<file path="config.mk">
export PLATFORM = sky130hd
export DESIGN_NAME = bit_change_arbiter
export DESIGN_NICKNAME = d
export VERILOG_FILES = /design/src/rtl/bit_change_arbiter_pkg.sv /design/src/rtl/bit_change_arbiter_rr.sv /design/src/rtl/bit_change_arbiter.sv
export SDC_FILE = /design/constraint.sdc
export NUM_CORES = 1
export LEC_CHECK = 0
export BUFFER_PORTS_ARGS = -buffer_cell sky130_fd_sc_hd__buf_2
export CAP_MARGIN = 30
export CELL_PAD_IN_SITES_DETAIL_PLACEMENT = 1
export CELL_PAD_IN_SITES_GLOBAL_PLACEMENT = 1
export CORE_ASPECT_RATIO = 1.75
export CORE_MARGIN = 8
export CORE_UTILIZATION = 35
export CTS_CLUSTER_SIZE = 16
export DETAILED_ROUTE_END_ITERATION = 12
export MAX_ROUTING_LAYER = met4
export PLACE_DENSITY = 0.57
export SYNTH_ARGS = -nofsm -noshare
export SYNTH_HDL_FRONTEND = slang
export SYNTH_SLANG_ARGS = --single-unit
</file>
<file path="constraint.sdc">
create_clock -name Clk -period 3.8 [get_ports Clk]
set_input_delay 0.19 -clock Clk [delete_from_list [all_inputs] [get_ports Clk]]
set_output_delay 0.19 -clock Clk [all_outputs]
set_load 0.1 [all_outputs]
</file>
<file path="src/rtl/bit_change_arbiter_pkg.sv">
// Shared types and defaults for the time-multiplexed bit-change detector.
package bit_change_pkg;

    localparam int DEF_N_CH  = 4;
    localparam int DEF_CNT_W = 8;
    localparam int MAX_ID_W  = 4;   // N_CH tops out at 16

    typedef enum logic [1:0] {
        IDLE,
        CMP,
        EMIT
    } state_t;

    // Event record sized for the largest supported channel count.
    typedef struct packed {
        logic [MAX_ID_W-1:0] ch;
        logic                rise;
    } evt_t;

endpackage

</file>
<file path="src/rtl/bit_change_arbiter_rr.sv">
// Round-robin arbiter: search starts one past ptr and wraps modulo N_CH.
module rr_arbiter #(
    parameter int N_CH = 4,
    parameter int ID_W = $clog2(N_CH)
) (
    input  logic [N_CH-1:0] req,
    input  logic [ID_W-1:0] ptr,
    output logic [N_CH-1:0] gnt,
    output logic [ID_W-1:0] idx,
    output logic            any
);

    logic [ID_W-1:0] cidx;

    always_comb begin
        gnt  = '0;
        idx  = '0;
        any  = 1'b0;
        cidx = '0;
        for (int i = 1; i <= N_CH; i++) begin
            cidx = ID_W'((int'(ptr) + i) % N_CH);
            if (!any && req[cidx]) begin
                any       = 1'b1;
                idx       = cidx;
                gnt[cidx] = 1'b1;
            end
        end
    end

endmodule

</file>
<file path="src/rtl/bit_change_arbiter.sv">
// One Moore bit-change detector shared across N_CH serial requesters, with
// per-channel context, saturating event counters and a valid/ready event port.
module bit_change_arbiter
    import bit_change_pkg::*;
#(
    parameter int N_CH  = DEF_N_CH,
    parameter int CNT_W = DEF_CNT_W,
    parameter int ID_W  = $clog2(N_CH)
) (
    input  logic             Clk,
    input  logic             Clr_n,
    input  logic [N_CH-1:0]  Ch_en,
    input  logic [N_CH-1:0]  Req,
    input  logic [N_CH-1:0]  Bit,
    output logic [N_CH-1:0]  Ack,
    output logic             Evt_valid,
    input  logic             Evt_ready,
    output logic [ID_W-1:0]  Evt_ch,
    output logic             Evt_rise,
    input  logic [ID_W-1:0]  Cnt_sel,
    output logic [CNT_W-1:0] Cnt_out
);

    state_t                       state, state_nxt;
    logic [ID_W-1:0]              ptr, cur_ch;
    logic                         cur_bit;
    logic [N_CH-1:0]              last, has_last;
    logic [N_CH-1:0][CNT_W-1:0]   cnt;

    logic [N_CH-1:0]              gnt;
    logic [ID_W-1:0]              gidx;
    logic                         gany;

    rr_arbiter #(.N_CH(N_CH), .ID_W(ID_W)) u_rr (
        .req (Req & Ch_en),
        .ptr (ptr),
        .gnt (gnt),
        .idx (gidx),
        .any (gany)
    );

    always_comb begin
        state_nxt = state;
        case (state)
            IDLE: if (gany) state_nxt = CMP;
            CMP:  state_nxt = (has_last[cur_ch] && (cur_bit != last[cur_ch])) ? EMIT : IDLE;
            EMIT: if (Evt_ready) state_nxt = IDLE;
            default: state_nxt = IDLE;
        endcase
    end

    always_ff @(posedge Clk or negedge Clr_n) begin
        if (!Clr_n) begin
            state     <= IDLE;
            ptr       <= ID_W'(N_CH - 1);
            cur_ch    <= '0;
            cur_bit   <= 1'b0;
            Ack       <= '0;
            Evt_valid <= 1'b0;
            Evt_ch    <= '0;
            Evt_rise  <= 1'b0;
            last      <= '0;
            has_last  <= '0;
            cnt       <= '0;
        end else begin
            state <= state_nxt;
            Ack   <= '0;
            case (state)
                IDLE: if (gany) begin
                    cur_ch  <= gidx;
                    cur_bit <= Bit[gidx];
                    ptr     <= gidx;
                    Ack     <= gnt;
                end
                CMP: if (!has_last[cur_ch]) begin
                    last[cur_ch]     <= cur_bit;
                    has_last[cur_ch] <= 1'b1;
                end else if (cur_bit != last[cur_ch]) begin
                    Evt_valid    <= 1'b1;
                    Evt_ch       <= cur_ch;
                    Evt_rise     <= cur_bit;
                    last[cur_ch] <= cur_bit;
                end
                EMIT: if (Evt_ready) begin
                    Evt_valid <= 1'b0;
                    if (cnt[cur_ch] != '1)
                        cnt[cur_ch] <= cnt[cur_ch] + 1'b1;
                end
                default: ;
            endcase
            // Disabled channels lose context; this wins over a CMP update.
            for (int c = 0; c < N_CH; c++) begin
                if (!Ch_en[c]) begin
                    has_last[c] <= 1'b0;
                    last[c]     <= 1'b0;
                end
            end
        end
    end

    always_comb begin
        Cnt_out = '0;
        if (int'(Cnt_sel) < N_CH)
            Cnt_out = cnt[Cnt_sel];
    end

endmodule

</file>
* Yosys cells after proc, flatten, opt, wreduce, memory -nomap -nowiden *
Index checks and enable logic that the tools add are counted.

word-level totals
  input port bits = 17
  word-level logic and storage cells = 156
  output and inout bits = 16
  register bits = 55

cells by class
  bitwise logic cells = 5
  eq/ne operators = 20
  multiplexer cells = 67
  order comparisons = 12
  add/sub/neg operators = 5
  reductions and logical operators = 27

operators by type and width
  operator               count
  $mux W4                11
  $bmux W8 S2            2
  $bwmux W32             1
  $mux W1                27
  $mux W8                3
  $lt A2 B3 Y1 const B   7
  $reduce_and A2 Y1      10
  $demux W8 S2           1
  $ne A2 B2 Y1 const B   8
  $or A4 B4 Y4           4
  $bmux W1 S2            7
  $mux W2                7
  $ne A3 B2 Y1 const B   4
  $demux W1 S2           5
  $ge A2 B1 Y1 const B   5
  $logic_and A1 B1 Y1    9
  $add A8 B1 Y8 const B  1
  $ne A2 B1 Y1 const B   4
  $ne A8 B8 Y1 const B   1
  $pmux W2 S3            1
  $reduce_and A3 Y1      2
  $add A2 B1 Y2 const B  2
  $add A2 B2 Y2 const B  2
  $and A4 B4 Y4          1
  9 further kinds        11

* Logic depth before layout (Yosys ltp) *
  depth in word-level cells = 15
  gate-level depth with buffers = 8
  mapped depth without buffers = 7

* Hierarchy *
A second synthesis with hierarchy kept.

second synthesis, totals
  cell total of the unflattened synthesis = 255
  area, all modules = 3344.5 um2

by module, submodules not included
  module              area an instance (um2)  times used  cells an instance
  bit_change_arbiter  2819.0                  1           187
  rr_arbiter          525.5                   1           68

* Worst setup path before layout *
No wires, ideal clock.

  path kind = register to register
  start = reg ptr[0]
  end = reg cur_bit
  slack = 930 ps
  data required time = 3714 ps
  path buffers = 1
  clock period less this slack = 2870 ps
  cell stages (with the launch flop) = 9
  arrival time = 2784 ps
  path through = dfstp_2 > buf_2 > clkinv_1 > ha_1 > mux4_2 > or2_0 > and4_4 > or4_1 > a32oi_1

on the way
  word-level cells in the longest chain between the ends = 15
  elaborated cells on any way between the ends = 29
  those cells by class = 4 x add/sub; 18 x mux; 7 x reduce/logical

ends and longest elaborated chain
  what                           RTL line                     RTL
  from (decl)                    bit_change_arbiter.sv:25     logic [ID_W-1:0] ptr, cur_ch;
  from (signal assigned)         bit_change_arbiter.sv:55     ptr <= ID_W'(N_CH - 1);
  from (signal assigned)         bit_change_arbiter.sv:72     ptr <= gidx;
  $add A2 B1 Y2                  bit_change_arbiter_rr.sv:21  cidx = ID_W'((int'(ptr) + i) % N_CH);
  $bmux W1 S2                    bit_change_arbiter_rr.sv:22  if (!any && req[cidx]) begin
  $mux W1 (not written as such)  bit_change_arbiter_rr.sv:22
  $mux W1                        bit_change_arbiter_rr.sv:22
  $logic_not A1 Y1               bit_change_arbiter_rr.sv:22
  $logic_and A1 B1 Y1            bit_change_arbiter_rr.sv:22
  $mux W1                        bit_change_arbiter_rr.sv:22
  $logic_not A1 Y1               bit_change_arbiter_rr.sv:22
  $logic_and A1 B1 Y1            bit_change_arbiter_rr.sv:22
  $mux W1                        bit_change_arbiter_rr.sv:22
  $logic_not A1 Y1               bit_change_arbiter_rr.sv:22
  $logic_and A1 B1 Y1            bit_change_arbiter_rr.sv:22
  $mux W2                        bit_change_arbiter_rr.sv:22
  $bmux W1 S2                    bit_change_arbiter.sv:71     cur_bit <= Bit[gidx];
  $mux W1 (not written as such)  bit_change_arbiter.sv:71
  to (signal assigned)           bit_change_arbiter.sv:71
  to (decl)                      bit_change_arbiter.sv:26     logic cur_bit;

Parallel ways exist; a longest one is shown, timed or not. The select of a mux whose other input is x is not followed.
A chain may end at the register's enable or synchronous reset.

* Final worst setup path *
Same ends and word-level chain as after synthesis.

==> summary.txt <==
Clock network
  • Cts repair resizes: 0
  • CTS buffer count: 5
  • Sink count of the clock tree: 55
  • Clock H-tree levels: 2
  • Post-CTS setup buffer count: 0
  • Clock-pin slew on the worst setup and hold paths: 0.07 ns
  • Clock tree from TritonCTS: built
  • Maximum root-to-sink buffer count: 2
  • Clock latency at the later pin of the worst-skew pair: 0.30 ns
  • CTS Root Buffer Type: sky130_fd_sc_hd__clkbuf_16

Logic synthesis
  • Mean cell area of the mapped netlist: 12.4 um^2
  • Netlist area before placement: 3270 um^2
  • Main flop type after synthesis: sky130_fd_sc_hd__dfrtp_1
  • Proportion of register bits with asynchronous set or reset after synthesis: 1.00
  • Fraction of the yosys area taken by sequential cells: 0.421
  • Number of flip-flops and latches in the synthesized netlist: 55
  • Total nets after synthesis: 289
  • Unique cell type count in the Yosys netlist: 58
  • Syn. warnings: 0
  • EDFF count, synth: 0
  • Cells after synthesis: 263

Floorplan
  • Floorplan die area: 12800 um^2
  • I/O Pins: 33
  • Die extent in y: roughly 140 um
  • Die extent in x: 89.1 um
  • Core area: 9090 um^2
  • Cell Rows: 46
  • Starting density of the core: 0.360

Power and ir drop
  • P per Cell Area: about 730 nW/um^2
  • Maximum resistive drop on vdd: 303 uV
  • Leakage power of the design: 1.67 nW

Worst setup path
  • Slowest stage cell on the critical path: sky130_fd_sc_hd__dfstp_2
  • Ordered list of cells on the worst path: clkinv_1 -> ha_1 -> mux4_2 -> or2_0 -> and4_4 -> or4_1 -> a32oi_1
  • Largest stage delay on the critical path: 0.75 ns
  • Kind of launch point of the worst setup path: register
  • Crit path required time: 4.02 ns
  • Element type at the critical path end: register
  • Critical setup path kind: reg2reg
  • Data arrival at the endpoint of the critical path: 3.35 ns
  • Combined buffer and inverter count along the critical path: 1
  • CP delay by family, top: simple AND/OR/NAND/NOR gates
  • CP max FO: 16

Job
  • Max-cap check violation count: 0

Global route
  • Initial antenna violation count: 0
  • Total congestion overflow after global routing: 0
  • First-pass GRT wire length: 13600 um
  • Global Route Usage Sum: 0.145
  • Vias in the first global route: 2600
  • Pin count of the biggest net entering global routing: 35

Outcome
  • Status: completed

Drt
  • Number of detailed-routing iterations run before antenna repair: 4
  • Number of nets with antenna violations after routing: 0
  • Vias per std cell: 5.52
  • Routed via count: ~2300
  • Post-route DRC violation count: 0
  • Final wirelength: 8230 um
  • DR top layer: met4
  • Number of design-rule violations left by the first detailed-router iteration: 68
  • Wire per inst: 19.6 um
  • Met2 WL: between 4000 and 5000 um
  • Routed wire length on met3: 222 um
  • Met1 Routed Length: 3010 um

STA
  • Setup violators final: 0
  • Final Max Slew Viols: 0
  • Ratio of final minimum period to clock period: 0.826
  • Post-layout min period: approximately 3.1 ns
  • Layout Skew: 0.00733 ns
  • Setup TNS Final: 0 ns
  • Setup repair after global routing missed its margin: false
  • Slew HR: 0.506
  • Worst-margin pin slew: between 0.7 and 0.8 ns
  • Fmax: 0.319 GHz
  • Hold Vio Cnt, Final: 0

Finish
  • Fill cell instance count of the final layout: 1036
  • Nets: 324
  • Final Util: 0.411
  • Synthesis-to-layout area growth: 14.3%
  • Antenna cells: 0
  • Proportion of layout cells with a drive suffix above 1: 0.365

Hold path
  • Class of the most critical hold timing path: in2reg

Placement
  • Detailed placement HPWL: 6490 um
  • Global placement routability congestion: 0.870
  • Number of I/O port buffers: 32
[flip-flops by register name, indices dropped and copies added (netlist names)]
register	cells
state	2
cur_bit	1
Evt_valid	1
Ack	4
cnt	32
Evt_rise	1
cur_ch	2
ptr	2
last	4
Evt_ch	2
has_last	4
[path summary, 6_finish.rpt]
path                                  start           to  slack (ns)  depth (start not counted)
worst min register to register  has_last[3]  has_last[3]        0.49                          1
min in group asynchronous             Clr_n      cnt[26]        0.29                          2
max in group asynchronous             Clr_n       ptr[0]        2.96                          3
worst max register to register       ptr[0]      cur_bit        0.66                          7
worst min-delay path              Evt_ready     state[1]        0.12                          2
worst max-delay path                 ptr[0]      cur_bit        0.66                          7
[final cells by class]
class	count	area, um^2	share of cell area
repair buffers	37	213	0.0569
flip-flops and latches	55	1380	0.369
clock inverters	2	38.8	0.0104
multi-input cells	190	1790	0.478
inverters	9	33.8	0.00903
well taps	120	150	0.0401
clock buffers	6	139	0.0371
[power by group]
group          switching [mW]  internal, mW  total (mW)
Combinational           0.810         0.450        1.26
Sequential              0.202         0.728       0.930
Clock                   0.217         0.332       0.549
Total                    1.23          1.51        2.74
[layer usage]
layer / vias up / GRT usage
li1: 1055 / -
met1: 1197 / 0.143
met2: 44 / 0.265
met3: 15 / 0.0217
met4: 0 / 0.0714
met5: - / -
[what timing repair did]
action | in CTS | in global routing
hold buffers | 1 | 0
hold endpoints to repair | 9 | 0
endpoints found under the setup margin | 0 | 0
[kinds of logic (layout without fill, tap and decap cells)]
family	after synthesis	count (layout)	share of synthesized area
adders and majority gates	9	9	0.0344
DFF	55	55	0.421
AOI/OAI and AO/OA	41	41	0.0929
muxes	59	59	0.274
buffers and inverters	18	54	0.0325
xor gates and xnor gates	7	7	0.0187
and+or+nand+nor	74	74	0.126
[synth_stat cells (2+ instances only)]
cell / n / area share
sky130_fd_sc_hd__a21boi_0: 3 / 0.0069
sky130_fd_sc_hd__a21o_1: 2 / 0.0046
sky130_fd_sc_hd__a21oi_1: 6 / 0.0092
sky130_fd_sc_hd__a222oi_1: 4 / 0.012
sky130_fd_sc_hd__a32oi_1: 2 / 0.0054
sky130_fd_sc_hd__and2_1: 3 / 0.0057
sky130_fd_sc_hd__buf_1: 3 / 0.0034
sky130_fd_sc_hd__buf_2: 2 / 0.0031
sky130_fd_sc_hd__clkbuf_1: 2 / 0.0023
sky130_fd_sc_hd__dfrtp_1: 53 / 0.41
sky130_fd_sc_hd__dfstp_2: 2 / 0.016
sky130_fd_sc_hd__ha_1: 9 / 0.034
sky130_fd_sc_hd__inv_1: 8 / 0.0092
sky130_fd_sc_hd__mux2_2: 31 / 0.11
sky130_fd_sc_hd__mux2i_1: 6 / 0.018
sky130_fd_sc_hd__mux4_2: 20 / 0.14
sky130_fd_sc_hd__nand2_1: 22 / 0.025
sky130_fd_sc_hd__nand2b_1: 4 / 0.0076
sky130_fd_sc_hd__nand3_1: 8 / 0.012
sky130_fd_sc_hd__nand3b_1: 2 / 0.0046
sky130_fd_sc_hd__nor2_1: 11 / 0.013
sky130_fd_sc_hd__nor2_4: 3 / 0.010
sky130_fd_sc_hd__nor2b_1: 4 / 0.0076
sky130_fd_sc_hd__nor3_1: 4 / 0.0061
sky130_fd_sc_hd__o2111ai_1: 2 / 0.0054
sky130_fd_sc_hd__o211ai_1: 2 / 0.0046
sky130_fd_sc_hd__o21a_1: 5 / 0.011
sky130_fd_sc_hd__o21ai_0: 5 / 0.0076
sky130_fd_sc_hd__xnor2_1: 5 / 0.013
sky130_fd_sc_hd__xor2_1: 2 / 0.0054
[metrics by stage]
step	power (mW)	worst slack (ns)	instance area [um^2]	instances	hold slack [ns]
after floorplan	1.95	0.930	3270	263	-0.106
after global placement	2.20	0.747	3530	409	0.412
after detailed placement	2.22	0.673	3550	410	0.0852
after CTS	2.78	0.647	3740	419	0.108
after global routing	2.92	0.504	3740	419	0.113
final	2.74	0.661	3740	419	0.115
[placed cells by master (no fill, tap or decap), drive strengths merged, types with 5 or more instances in the layout]
cell	instances
mux4	21
and2	5
buf	36
mux2i	6
o21a	5
nand3	9
nor2	14
a21oi	6
ha	9
o21ai	6
xnor2	5
nand2	22
nor3	5
mux2	32
clkbuf	6
inv	9
dfrtp	53
Note: power is estimated with default switching activity, not from simulation.
